**config.mk**
```make
export PLATFORM = sky130hd
export DESIGN_NAME = rr_mux4to1
export DESIGN_NICKNAME = d
export VERILOG_FILES = /design/src/rtl/rr_mux4to1.sv
export SDC_FILE = /design/constraint.sdc
export NUM_CORES = 1
export LEC_CHECK = 0
export ABC_CLOCK_PERIOD_IN_PS = 4000
export CORE_AREA = 2 2 61 63
export DETAILED_ROUTE_END_ITERATION = 6
export DIE_AREA = 0 0 63 65
export GPL_TIMING_DRIVEN = 0
export HOLD_SLACK_MARGIN = 0.1
export PLACE_DENSITY = 0.84
export SETUP_SLACK_MARGIN = 0.3
export SLEW_MARGIN = 30
export SYNTH_ARGS = -nofsm -noshare
export SYNTH_HDL_FRONTEND = slang
export SYNTH_SLANG_ARGS = --single-unit
```
**constraint.sdc**
```tcl
create_clock -name clk -period 4 [get_ports clk]
set_input_delay 0.4 -clock clk [delete_from_list [all_inputs] [get_ports clk]]
set_output_delay 0.4 -clock clk [all_outputs]
set_load 0.01 [all_outputs]
```
**src/rtl/rr_mux4to1.sv**
```systemverilog
// Round-robin 4-to-1 valid/ready stream mux with one registered output stage.
// Define RR_MUX_FIXED_PRIO_EN for fixed priority (channel 0 highest) instead of round-robin.
module rr_mux4to1 #(
  parameter int DATA_W = 8
) (
  input  logic              clk,
  input  logic              rst,
  input  logic [3:0]        in_valid,
  input  logic [4*DATA_W-1:0] in_data,
  output logic [3:0]        in_ready,
  output logic              out_valid,
  output logic [DATA_W-1:0] out_data,
  output logic [1:0]        out_sel,
  input  logic              out_ready
);

  logic              out_valid_q, out_valid_d;
  logic [DATA_W-1:0] out_data_q, out_data_d;
  logic [1:0]        out_sel_q, out_sel_d;
  logic [1:0]        start_idx;
  logic              found;
  logic [1:0]        win_idx;
  logic [DATA_W-1:0] win_data;
  logic              can_accept;
  logic              accept;

`ifdef RR_MUX_FIXED_PRIO_EN
  assign start_idx = 2'd0;
`else
  logic [1:0] ptr_q, ptr_d;
  assign start_idx = ptr_q;
`endif

  // Search from start_idx upward, wrapping mod 4; first valid channel wins.
  always_comb begin
    logic [1:0] idx;
    found    = 1'b0;
    win_idx  = '0;
    win_data = '0;
    for (int unsigned i = 0; i < 4; i++) begin
      idx = start_idx + 2'(i);
      if (!found && in_valid[idx]) begin
        found    = 1'b1;
        win_idx  = idx;
        win_data = in_data[int'(idx)*DATA_W +: DATA_W];
      end
    end
  end

  assign can_accept = !out_valid_q || out_ready;
  // rst gates the handshake so nothing is accepted while reset is asserted.
  assign accept     = found && can_accept && !rst;
  assign in_ready   = accept ? (4'b0001 << win_idx) : 4'b0000;

  always_comb begin
    out_valid_d = out_valid_q;
    out_data_d  = out_data_q;
    out_sel_d   = out_sel_q;
    if (accept) begin
      out_valid_d = 1'b1;
      out_data_d  = win_data;
      out_sel_d   = win_idx;
    end else if (out_ready) begin
      out_valid_d = 1'b0;
    end
  end

`ifndef RR_MUX_FIXED_PRIO_EN
  always_comb begin
    ptr_d = ptr_q;
    if (accept) begin
      ptr_d = win_idx + 2'd1;
    end
  end

  always_ff @(posedge clk or posedge rst) begin
    if (rst) begin
      ptr_q <= '0;
    end else begin
      ptr_q <= ptr_d;
    end
  end
`endif

  always_ff @(posedge clk or posedge rst) begin
    if (rst) begin
      out_valid_q <= 1'b0;
      out_data_q  <= '0;
      out_sel_q   <= '0;
    end else begin
      out_valid_q <= out_valid_d;
      out_data_q  <= out_data_d;
      out_sel_q   <= out_sel_d;
    end
  end

  assign out_valid = out_valid_q;
  assign out_data  = out_data_q;
  assign out_sel   = out_sel_q;

endmodule

```
==> summary.md <==
| Metric | Value |
|---|---|
| DRT iter0 DRCs | `218` |
| CP Class | `primary input to primary output` |
| CP Data Arrival Time | `2.82 ns` |
| Routed wire per std cell | `17.9 microns` |
| CP startpoint kind | `primary input` |
| Finished Cell Area | `2290 sq um` |
| Ant diodes | `0` |
| Die width | `63 microns` |
| Die Span Y | `65 microns` |
| Max VDD drop | `262 uV` |
| Critical path capture point type | `primary output` |
| Avg Inst Size Synth | `9.36 sq um` |
| Global route overflow | `0` |
| Rows | `22` |
| Syn nets | `217` |
| First-pass iteration count of the detailed router | `5` |
| F_max | `310 MHz` |
| Sequential-to-total area share from yosys stat | `0.195` |
| Fin crit period | `3.22 ns` |
| DIE AREA | `4100 sq um` |
| CTS Buf Count | `3` |
| Layout cells sized above 1 | `0.183` |
| Top FF cell, synth | `dfrtp_1` |
| Starting Density | `0.476` |
| # hold bufs at CTS | `0` |
| Ys async rst share | `1.00` |
| Status | `complete, no violations` |
| Max incr delay on CP | `0.54 ns` |
| Gpl congestion | `0.835` |
| Clock Tree Root | `clkbuf_4` |
| Pwr Density | `442 nW/um^2` |
| Unrepaired setup endpoints after global routing | `false` |
| Post-Route WL | `5060 microns` |
| CTS tree | `yes` |
| # Post-CTS Setup Buffers | `0` |
| Req. time, crit path | `3.60 ns` |
| Core Region | `3500 sq um` |
| Post-route DRC violation count | `0` |
| Worst slew pin tran | `0.783 ns` |
| Post-synthesis cell type count | `44` |
| Worst Path Buf+Inv | `4` |
| Yosys warns | `0` |
| Most frequent CP cell | `clkdlybuf4s50_1` |
| Reg-to-reg slack, setup | `1.93 ns` |
| Initial antenna violation count | `0` |
| CP max FO | `10` |
| Area of the multi-input gates | `1230 sq um` |
| Detailed placement HPWL | `3790 microns` |
| Io pins | `54` |
| Number of synthesized register bits | `13` |
| Count of pins over their slew limit | `0` |
| Vias per inst | `6.39` |
| Fin crit share | `0.806` |
| Worst skew pair latency | `0.28 ns` |
| Largest net degree at the start of global routing | `14` |
| Post-CTS resize count | `0` |
| ANT nets after route | `0` |
| Fillers | `324` |
| P&R area growth vs syn | `37.5%` |
| Setup Viol. Count Final | `0` |
| Global-route wire length before repair | `8150 microns` |
| Clock skew | `0.00438 ns` |
| DR vias | `1807` |
| Tot GR Track Use | `0.254` |
| Area of the mapped netlist | `1670 sq um` |
| Relative slew slack | `0.463` |
| Hold_ws | `0.497 ns` |
| CTS Buffer Depth | `2` |
| Lkg Pwr | `0.852 nW` |
| CP Cell Sequence | `clkdlybuf4s50_1, buf_2, nor4_1, a211oi_1, clkbuf_1, and3_1, clkdlybuf4s50_1` |
| CTS H-tree lvls | `1` |
| Family with the most delay on the worst path | `buffers and inverters` |
| Max Cap Violations | `0` |
| Setup TNS Final | `0 ns` |
| Vias in the first global route | `1712` |
| FF/Latch Area | `325 sq um` |
| Reg clk slew, reported paths | `0.07 ns` |
| Placed inst area | `2260 sq um` |
| Slowest-stage cell, CP | `clkdlybuf4s50_1` |
| Hold WC Path Type | `flip-flop to flip-flop` |
| Syn Inst Count | `178` |
| EDFF count, synth | `0` |
| Clock Sinks | `13` |
| Final nets | `275` |
| Final Hold Viols | `0` |
| PortBufs | `53` |
==> kinds of logic (layout without fill, tap and decap cells) <==
group | Yosys count | count (layout) | share of synthesized area
AOI/OAI and AO/OA | 65 | 65 | 0.314
and+or+nand+nor | 44 | 44 | 0.151
DFF | 13 | 13 | 0.195
muxes | 33 | 33 | 0.267
buffers and inverters | 22 | 79 | 0.0676
xor gates and xnor gates | 1 | 1 | 0.00526
==> report_power, final <==
group / internal (mW) / switching, mW / total [mW]
logic: 0.375 / 0.341 / 0.717
clock network: 0.0387 / 0.0427 / 0.0814
registers: 0.182 / 0.0328 / 0.215
==> through the flow <==
stage	setup WS, ns	power, mW	instances	utilization
2_1_floorplan	2.02	0.674	178	-
3_3_place_gp	0.786	0.909	279	0.645
3_5_place_dp	0.768	0.922	279	0.645
4_1_cts	0.766	1.01	283	0.653
5_1_grt	0.543	1.08	283	0.655
6_report	0.775	1.01	283	0.655
==> cell type report <==
class,count,share of cell area
flip-flops and latches,13,0.142
inverters,5,0.00820
plain buffers,17,0.0410
well taps,48,0.0262
repair buffers,53,0.232
multi-input cells,143,0.539
clock buffers,4,0.0115
==> cells in the final DEF (no fill, tap or decap), drive strengths merged, types with 4 or more instances in the layout <==
master / instances
a21oi: 5
a221oi: 18
buf: 14
clkbuf: 7
clkdlybuf4s50: 53
dfrtp: 13
inv: 5
mux2: 11
mux2i: 14
mux4: 8
nand2: 15
nor2: 7
o2111ai: 4
o211ai: 4
o21ai: 4
o22a: 8
o22ai: 7
==> sequential cells by signal, summed over array words and instances (netlist names) <==
register,flops
out_data,8
out_sel,2
ptr_q,2
out_valid,1
==> worst register-to-register path: stages (launching register included) <==
cell and delay (ns):
dfrtp_1 0.43, buf_2 0.21, nor4bb_1 0.14, a31oi_1 0.52, nor2b_1 0.34, o211ai_1 0.14
o22a_1 0.19
==> path summary, 6_finish.rpt <==
check | start | endpoint | cells after the start
max in group asynchronous | rst | out_sel[0] | 2
min reg2reg | out_sel[1] | out_sel[1] | 2
min | out_sel[1] | out_sel[1] | 2
max | in_valid[1] | in_ready[0] | 7
min in group asynchronous | rst | out_data[0] | 2
max reg2reg | ptr_q[1] | out_data[3] | 6
==> layer usage <==
| layer | wire length (microns) | vias up | global-route usage |
|---|---|---|---|
| li1 | - | 846 | - |
| met3 | 454 | 14 | 0.0486 |
| met5 | 0 | - | 0 |
| met2 | 2370 | 99 | 0.411 |
| met1 | 2110 | 848 | 0.329 |
| met4 | 117 | 0 | 0.111 |
==> cells in the mapped netlist, types with 2 or more instances <==
cell type	count	area, sq um
o22a_1	8	70.1
o22ai_1	6	37.5
nand2_1	15	56.3
mux2_2	11	124
nor2_1	7	26.3
a21boi_0	2	15.0
inv_1	5	18.8
buf_4	5	37.5
a21oi_1	4	20.0
nor3b_1	3	22.5
mux4_2	8	180
mux2i_1	14	140
o21a_1	2	15.0
a22oi_1	3	22.5
a221oi_1	18	158
nand2b_1	2	12.5
or2_2	2	12.5
o21ai_0	4	20.0
nor4bb_1	3	30.0
nand3b_1	3	22.5
buf_2	9	45.0
dfrtp_1	13	325
o211ai_1	4	30.0
o2111ai_1	4	35.0
clkbuf_1	3	11.3
nor2b_1	2	12.5
Note: power is estimated with default switching activity, not from simulation.
